[config.mk]
export PLATFORM = sky130hd
export DESIGN_NAME = bus_glue_flat
export DESIGN_NICKNAME = d
export VERILOG_FILES = /design/src/rtl/bus_glue_if.sv /design/src/rtl/bus_glue.sv /design/src/flat_wrapper.sv
export SDC_FILE = /design/constraint.sdc
export NUM_CORES = 1
export LEC_CHECK = 0
export CAP_MARGIN = 20
export CORE_UTILIZATION = 50
export DETAILED_ROUTE_END_ITERATION = 8
export PLACE_DENSITY = 0.79
export SYNTH_ARGS = -nofsm -noshare
export SYNTH_HDL_FRONTEND = slang
export SYNTH_SLANG_ARGS = --single-unit
[constraint.sdc]
create_clock -name i_sysclk -period 2.1 [get_ports i_sysclk]
set_input_delay 0.21 -clock i_sysclk [delete_from_list [all_inputs] [get_ports i_sysclk]]
set_output_delay 0.21 -clock i_sysclk [all_outputs]
set_load 0.005 [all_outputs]
[src/rtl/bus_glue_if.sv]
// CPU-side 68000 bus bundle between the CPU model and the bus glue.
// The master modport drives address and strobes; the slave modport (the
// glue) drives chip selects, read/write enables and cycle terminations.
interface bus_glue_if #(
    parameter int NUM_CS = 3
);
    logic [23:0]       logaddr;
    logic              as_n;
    logic              uds_n;
    logic              lds_n;
    logic              w_n;
    logic [2:0]        fc;
    logic [NUM_CS-1:0] cs_n;
    logic              re_n;
    logic              we_n;
    logic              dtack_n;
    logic              avec_n;
    logic              berr_n;

    modport master (
        output logaddr, as_n, uds_n, lds_n, w_n, fc,
        input  cs_n, re_n, we_n, dtack_n, avec_n, berr_n
    );

    modport slave (
        input  logaddr, as_n, uds_n, lds_n, w_n, fc,
        output cs_n, re_n, we_n, dtack_n, avec_n, berr_n
    );
endinterface

[src/rtl/bus_glue.sv]
// Synchronous 68000 bus glue: CPU clock divider, power-on reset sequencer,
// chip-select decode with per-region wait states, autovector acknowledge
// and bus-error watchdog. Everything runs on i_sysclk with a synchronous
// active-low reset.
// Optional macro BUS_GLUE_DMA_EN adds bus arbitration (dma_req/dma_gnt,
// br_n/bg_n) with a GRANT state that locks the CPU strobes out.
//
// state | meaning
// IDLE  | no cycle; decode a qualified strobe
// WAIT  | region selected, counting down wait states
// TMO   | unclaimed address, counting down to bus error
// ACK   | dtack_n asserted until as_n rises
// IACK  | avec_n asserted until as_n rises
// ERR   | berr_n asserted until as_n rises
// GRANT | bus handed to DMA (BUS_GLUE_DMA_EN only)
module bus_glue #(
    parameter int                        CLK_DIV      = 2,
    parameter int                        NUM_CS       = 3,
    parameter logic [4*NUM_CS-1:0]       CS_BASE      = 12'h210,
    parameter int                        WAIT_BITS    = 4,
    parameter logic [WAIT_BITS*NUM_CS-1:0] CS_WAIT    = 12'h002,
    parameter int                        BERR_TIMEOUT = 64,
    parameter int                        RESET_CYCLES = 1024
) (
    input  logic       i_sysclk,
    input  logic       i_sysrst_n,
    output logic       o_cpuclk,
    output logic       o_cpurst_n,
    output logic       o_halt_n,
`ifdef BUS_GLUE_DMA_EN
    input  logic       i_dma_req,
    output logic       o_dma_gnt,
    output logic       o_br_n,
    input  logic       i_bg_n,
`endif
    bus_glue_if.slave  bus
);
    localparam int DIV_W = (CLK_DIV > 1) ? $clog2(CLK_DIV) : 1;
    localparam int RST_W = $clog2(RESET_CYCLES + 1);
    localparam int TMO_W = $clog2(BERR_TIMEOUT + 1);
    localparam int CNT_W = (WAIT_BITS > TMO_W) ? WAIT_BITS : TMO_W;
    localparam int IDX_W = (NUM_CS > 1) ? $clog2(NUM_CS) : 1;

    typedef enum logic [2:0] {
        ST_IDLE, ST_WAIT, ST_TMO, ST_ACK, ST_IACK, ST_ERR, ST_GRANT
    } state_t;

    state_t             r_state;
    logic [DIV_W-1:0]   r_div;
    logic               r_cpuclk;
    logic [RST_W-1:0]   r_rst_cnt;
    logic               r_cpurst_n;
    logic               r_as_n, r_uds_n, r_lds_n, r_w_n;
    logic [2:0]         r_fc;
    logic [3:0]         r_tag;
    logic [CNT_W-1:0]   r_cnt;
    logic [NUM_CS-1:0]  r_cs_n;
    logic               r_re_n, r_we_n, r_dtack_n, r_avec_n, r_berr_n;
    logic               w_start, w_release, w_hit;
    logic [IDX_W-1:0]   w_idx;
    logic [WAIT_BITS-1:0] w_wait;
    logic               w_unused;
`ifdef BUS_GLUE_DMA_EN
    logic               r_dma_req, r_bg_n, r_br_n, r_dma_gnt;
`endif

    // Only the region tag of the address takes part in decode.
    assign w_unused = ^bus.logaddr[19:0];

    // Free-running CPU clock divider, toggling every CLK_DIV edges.
    always_ff @(posedge i_sysclk) begin
        if (!i_sysrst_n) begin
            r_div    <= '0;
            r_cpuclk <= 1'b0;
        end else if (r_div == DIV_W'(CLK_DIV - 1)) begin
            r_div    <= '0;
            r_cpuclk <= ~r_cpuclk;
        end else begin
            r_div    <= r_div + 1'b1;
        end
    end

    // Power-on sequencer: CPU reset/halt held low for RESET_CYCLES edges.
    always_ff @(posedge i_sysclk) begin
        if (!i_sysrst_n) begin
            r_rst_cnt  <= '0;
            r_cpurst_n <= 1'b0;
        end else begin
            if (r_rst_cnt != RST_W'(RESET_CYCLES))
                r_rst_cnt <= r_rst_cnt + 1'b1;
            r_cpurst_n <= (r_rst_cnt == RST_W'(RESET_CYCLES));
        end
    end

    // Single input register stage for all CPU-side controls.
    always_ff @(posedge i_sysclk) begin
        if (!i_sysrst_n) begin
            r_as_n  <= 1'b1;
            r_uds_n <= 1'b1;
            r_lds_n <= 1'b1;
            r_w_n   <= 1'b1;
            r_fc    <= '0;
            r_tag   <= '0;
`ifdef BUS_GLUE_DMA_EN
            r_dma_req <= 1'b0;
            r_bg_n    <= 1'b1;
`endif
        end else begin
            r_as_n  <= bus.as_n;
            r_uds_n <= bus.uds_n;
            r_lds_n <= bus.lds_n;
            r_w_n   <= bus.w_n;
            r_fc    <= bus.fc;
            r_tag   <= bus.logaddr[23:20];
`ifdef BUS_GLUE_DMA_EN
            r_dma_req <= i_dma_req;
            r_bg_n    <= i_bg_n;
`endif
        end
    end

    // Region decode; scanning downward lets the lowest matching index win.
    always_comb begin
        w_hit  = 1'b0;
        w_idx  = '0;
        w_wait = '0;
        for (int i = NUM_CS - 1; i >= 0; i--) begin
            if (r_tag == CS_BASE[4*i +: 4]) begin
                w_hit  = 1'b1;
                w_idx  = IDX_W'(i);
                w_wait = CS_WAIT[i*WAIT_BITS +: WAIT_BITS];
            end
        end
    end

    assign w_start   = !r_as_n && (!r_uds_n || !r_lds_n);
    assign w_release = r_as_n && (r_state == ST_WAIT || r_state == ST_TMO ||
                                  r_state == ST_ACK  || r_state == ST_IACK ||
                                  r_state == ST_ERR);

    // Bus-cycle FSM; as_n rising takes priority over counter expiry.
    always_ff @(posedge i_sysclk) begin
        if (!i_sysrst_n) begin
            r_state   <= ST_IDLE;
            r_cnt     <= '0;
            r_cs_n    <= '1;
            r_re_n    <= 1'b1;
            r_we_n    <= 1'b1;
            r_dtack_n <= 1'b1;
            r_avec_n  <= 1'b1;
            r_berr_n  <= 1'b1;
`ifdef BUS_GLUE_DMA_EN
            r_br_n    <= 1'b1;
            r_dma_gnt <= 1'b0;
`endif
        end else if (w_release) begin
            r_state   <= ST_IDLE;
            r_cs_n    <= '1;
            r_re_n    <= 1'b1;
            r_we_n    <= 1'b1;
            r_dtack_n <= 1'b1;
            r_avec_n  <= 1'b1;
            r_berr_n  <= 1'b1;
        end else begin
            case (r_state)
                ST_IDLE: begin
`ifdef BUS_GLUE_DMA_EN
                    r_br_n <= ~r_dma_req;
                    if (r_cpurst_n && !r_br_n && r_dma_req && !r_bg_n && r_as_n) begin
                        r_state   <= ST_GRANT;
                        r_dma_gnt <= 1'b1;
                    end else
`endif
                    if (r_cpurst_n && w_start) begin
                        if (r_fc == 3'b111) begin
                            r_state  <= ST_IACK;
                            r_avec_n <= 1'b0;
                        end else if (w_hit) begin
                            r_state <= ST_WAIT;
                            r_cnt   <= CNT_W'(w_wait);
                            r_cs_n  <= ~(NUM_CS'(1) << w_idx);
                            r_re_n  <= !r_w_n;
                            r_we_n  <= r_w_n;
                        end else begin
                            r_state <= ST_TMO;
                            r_cnt   <= CNT_W'(BERR_TIMEOUT - 1);
                        end
                    end
                end
                ST_WAIT: begin
                    if (r_cnt == '0) begin
                        r_state   <= ST_ACK;
                        r_dtack_n <= 1'b0;
                    end else begin
                        r_cnt <= r_cnt - 1'b1;
                    end
                end
                ST_TMO: begin
                    if (r_cnt == '0) begin
                        r_state  <= ST_ERR;
                        r_berr_n <= 1'b0;
                    end else begin
                        r_cnt <= r_cnt - 1'b1;
                    end
                end
`ifdef BUS_GLUE_DMA_EN
                ST_GRANT: begin
                    if (!r_dma_req) begin
                        r_state   <= ST_IDLE;
                        r_br_n    <= 1'b1;
                        r_dma_gnt <= 1'b0;
                    end
                end
`endif
                ST_ACK, ST_IACK, ST_ERR: ;
                default: r_state <= ST_IDLE;
            endcase
        end
    end

    assign o_cpuclk    = r_cpuclk;
    assign o_cpurst_n  = r_cpurst_n;
    assign o_halt_n    = r_cpurst_n;
    assign bus.cs_n    = r_cs_n;
    assign bus.re_n    = r_re_n;
    assign bus.we_n    = r_we_n;
    assign bus.dtack_n = r_dtack_n;
    assign bus.avec_n  = r_avec_n;
    assign bus.berr_n  = r_berr_n;
`ifdef BUS_GLUE_DMA_EN
    assign o_br_n      = r_br_n;
    assign o_dma_gnt   = r_dma_gnt;
`endif
endmodule

[src/flat_wrapper.sv]
// flat-port wrapper written by rule: the top's interface ports become plain ports
module bus_glue_flat 
#(
    parameter int                        CLK_DIV      = 2,
    parameter int                        NUM_CS       = 3,
    parameter logic [4*NUM_CS-1:0]       CS_BASE      = 12'h210,
    parameter int                        WAIT_BITS    = 4,
    parameter logic [WAIT_BITS*NUM_CS-1:0] CS_WAIT    = 12'h002,
    parameter int                        BERR_TIMEOUT = 64,
    parameter int                        RESET_CYCLES = 1024
)
  (i_sysclk, i_sysrst_n, o_cpuclk, o_cpurst_n, o_halt_n, bus_logaddr, bus_as_n, bus_uds_n, bus_lds_n, bus_w_n, bus_fc, bus_cs_n, bus_re_n, bus_we_n, bus_dtack_n, bus_avec_n, bus_berr_n);
  bus_glue_if #(.NUM_CS(NUM_CS)) bus_i ();
  input  logic i_sysclk;
  input  logic i_sysrst_n;
  output logic o_cpuclk;
  output logic o_cpurst_n;
  output logic o_halt_n;
  input wire logic [$bits(bus_i.logaddr)-1:0] bus_logaddr;
  input wire logic [$bits(bus_i.as_n)-1:0] bus_as_n;
  input wire logic [$bits(bus_i.uds_n)-1:0] bus_uds_n;
  input wire logic [$bits(bus_i.lds_n)-1:0] bus_lds_n;
  input wire logic [$bits(bus_i.w_n)-1:0] bus_w_n;
  input wire logic [$bits(bus_i.fc)-1:0] bus_fc;
  output wire logic [$bits(bus_i.cs_n)-1:0] bus_cs_n;
  output wire logic [$bits(bus_i.re_n)-1:0] bus_re_n;
  output wire logic [$bits(bus_i.we_n)-1:0] bus_we_n;
  output wire logic [$bits(bus_i.dtack_n)-1:0] bus_dtack_n;
  output wire logic [$bits(bus_i.avec_n)-1:0] bus_avec_n;
  output wire logic [$bits(bus_i.berr_n)-1:0] bus_berr_n;
  assign bus_i.logaddr = bus_logaddr;
  assign bus_i.as_n = bus_as_n;
  assign bus_i.uds_n = bus_uds_n;
  assign bus_i.lds_n = bus_lds_n;
  assign bus_i.w_n = bus_w_n;
  assign bus_i.fc = bus_fc;
  assign bus_cs_n = bus_i.cs_n;
  assign bus_re_n = bus_i.re_n;
  assign bus_we_n = bus_i.we_n;
  assign bus_dtack_n = bus_i.dtack_n;
  assign bus_avec_n = bus_i.avec_n;
  assign bus_berr_n = bus_i.berr_n;
  bus_glue #(.CLK_DIV(CLK_DIV), .NUM_CS(NUM_CS), .CS_BASE(CS_BASE), .WAIT_BITS(WAIT_BITS), .CS_WAIT(CS_WAIT), .BERR_TIMEOUT(BERR_TIMEOUT), .RESET_CYCLES(RESET_CYCLES)) u_core (.i_sysclk(i_sysclk), .i_sysrst_n(i_sysrst_n), .o_cpuclk(o_cpuclk), .o_cpurst_n(o_cpurst_n), .o_halt_n(o_halt_n), .bus(bus_i));
endmodule
==> out/results.ini <==
[layout]
final_cell_mix=43 x dfxtp_1, 23 x clkdlybuf4s50_1, 22 x nor2_1, 15 x nand2_1, 10 x inv_1
drive_above_1_share=0.07229
final_util=0.6314
diodes=0
syn2layout_area_growth_pct=18.21
layout_commonest_cell=dfxtp_1
fin_nets=285

[placement]
dpl.hpwl_um=2851
place.port_buffers=23
place.gp.congestion=0.8978

[logic_synthesis]
yosysSeqAreaShare=0.4305
async_reset_ff_frac=0
yosysTopAreaCellShare=0.4305
yosysUniqueCellTypes=51
synthCells=223
yosysWarnings=0
synth_edf_count=0
synth_flop_cell=dfxtp_1
synth.largest_area_cell=dfxtp_1
synthTopCellsByArea=dfxtp_1 43%, nor2_1 4.1%, xor2_1 3.5%
synth_fp_nets=260
postSynthAreaPerCell_um2=8.966
synthesis.area_um2=1999
synth-seq-cells=43

[power]
power_density_nw_per_um2=639.5
power_leakage_uw=0.0009029
ir_worst_vdd_uv=419.5

[die]
die_h_um=65.24
pin_count=44
rows=22
die_x_um=65.24
design.die.area_um2=4256
start_util=0.5341
core_area_um2=3744

[worst_hold_path]
whs_path_depth=1
worstHoldEndpoint=u_core.r_div
min_from=u_core.r_div
hold_class=register to register

[worst_setup_path]
rr_worst_depth=4
startpoint_type=register
reg2reg_to=u_core.bus.cs_n[0]
cp.arrival_ns=1.96
reg2reg_from=u_core.r_state[1]
r2r_setup_slack_ns=0.29
cp_max_fo=11
cp.required_ns=2.24
crit_path_end_kind=register
worstSetupPathType=register to register

[timing]
clock_skew_ns=0.008059
fin_crit_sh=0.8631
fin_crit_ns=1.812
fmax_ghz=0.5518
relSlewSlack=0.5963
drv_slew=0
tightest_slew_ns=0.6027
setup_tns_ns=0
hold_ws_ns=0.4396
grt_setup_unrepaired=false
finalHoldViolCount=0
setup_violations=0

[grt]
grt_pass1_vias=1540
grt_usage=0.2015
grt_pass1_wl_um=6679
grt_overflow_total=0
grt_max_degree=23
antenna_found_initial=0

[drt]
postRouteAntennaNets=0
firstDrtPassIters=4
viasPerCell=5.657
wl_per_cell_um=13.23
finalWirelength_um=3930
drcViolationCount=0
num_vias=1680
drtIter0Drc=130

[clocking]
cts_tree=built
cts_resized=0
ctsHtreeMaxLevel=2
root_buffer=clkbuf_8
post_cts_buffers=0
clkSlewWorstSetupHoldPaths_ns=0.08
clkSinkCount=43
hold_buffers=0
clk_latency_ns=0.29
clockBufferDepth=2
cts_buffers=5

[run]
drv_cap=0

[outcome]
status=finished clean

critical path: stages, from the launching register on:
cell	delay [ns]
dfxtp_1	0.43
or3_4	0.46
or3b_1	0.49
o21ai_2	0.18
o311ai_2	0.11
how the worst max path moves through the flow:
stage,start,to,slack (ns),cells after the start
after floorplan,u_core.r_state[2],u_core.bus.cs_n[0],0.45,6
after global placement,u_core.r_state[1],u_core.r_cnt[1],0.33,4
after detailed placement,u_core.r_state[1],u_core.bus.cs_n[0],0.31,4
after CTS,u_core.r_state[1],u_core.bus.cs_n[0],0.30,4
after global routing,u_core.r_state[1],u_core.bus.re_n,0.18,4
final,u_core.r_state[1],u_core.bus.cs_n[0],0.29,4
sequential cells by signal, indices dropped and copies added, names as in the netlist, 3 cells and up:
| name | flops |
|---|---|
| u_core.bus.cs_n | 3 |
| u_core.r_fc | 3 |
| u_core.r_state | 3 |
| u_core.r_tag | 4 |
| u_core.r_cnt | 7 |
| u_core.r_rst_cnt | 11 |
cell type report:
| cell class | instances | area [um^2] |
|---|---|---|
| clock buffer | 8 | 100.1 |
| fill | 334 | 1380 |
| inverter | 11 | 41.29 |
| multi-input combinational | 160 | 1041 |
| sequential | 43 | 860.8 |
| tap | 48 | 60.06 |
| timing repair buffer | 27 | 260.3 |
routing by layer:
| metal | GRT usage | vias up | share of wire |
|---|---|---|---|
| met5 | 0 | - | 0 |
| met4 | 0.07880 | 0 | 0.012 |
| li1 | - | 851 | - |
| met1 | 0.2562 | 795 | 0.48 |
| met2 | 0.3312 | 29 | 0.47 |
| met3 | 0.04167 | 5 | 0.030 |
metrics by stage:
| stage | worst slack (ns) | std cells | total power, uW | instance area (um^2) |
|---|---|---|---|---|
| 2_1_floorplan | 0.4537 | 223 | 925.0 | 1999 |
| 3_5_place_dp | 0.3064 | 289 | 974.4 | 2263 |
| 5_1_grt | 0.1798 | 297 | 1586 | 2364 |
| 3_3_place_gp | 0.3300 | 289 | 971.6 | 2263 |
| 6_report | 0.2876 | 297 | 1511 | 2364 |
| 4_1_cts | 0.3017 | 297 | 1529 | 2364 |
power by group:
part | total [uW] | internal (uW) | switching, uW
Sequential | 849 | 835 | 14.7
Clock | 556 | 300 | 257
Combinational | 106 | 55.8 | 49.8
Yosys cell counts (2+ instances only):
cell	count
dfxtp_1	43
nor2_1	22
nand2_1	15
inv_1	10
nand3_1	9
o21ai_0	9
a21oi_1	8
and2_1	8
xor2_1	8
nand2b_1	6
and3_1	5
xnor2_1	5
a211oi_1	4
a31oi_1	4
ha_1	4
nand4_1	4
buf_2	3
clkbuf_1	3
mux2i_1	3
nand3b_1	3
nor3_1	3
o211ai_1	3
o21ai_1	3
o32ai_1	3
a21o_1	2
a311oi_1	2
buf_6	2
nor2b_1	2
nor3b_1	2
nor4_1	2
nor4b_1	2
or4_1	2
kinds of logic after synthesis:
family	after synthesis	synth area share
compound gates	49	0.1771
xor+xnor	13	0.05695
fa+ha+maj	4	0.02503
buf+inv	20	0.04881
flops	43	0.4305
mux	3	0.01502
simple gates	91	0.2466
Power figures use the tool's default switching activity.
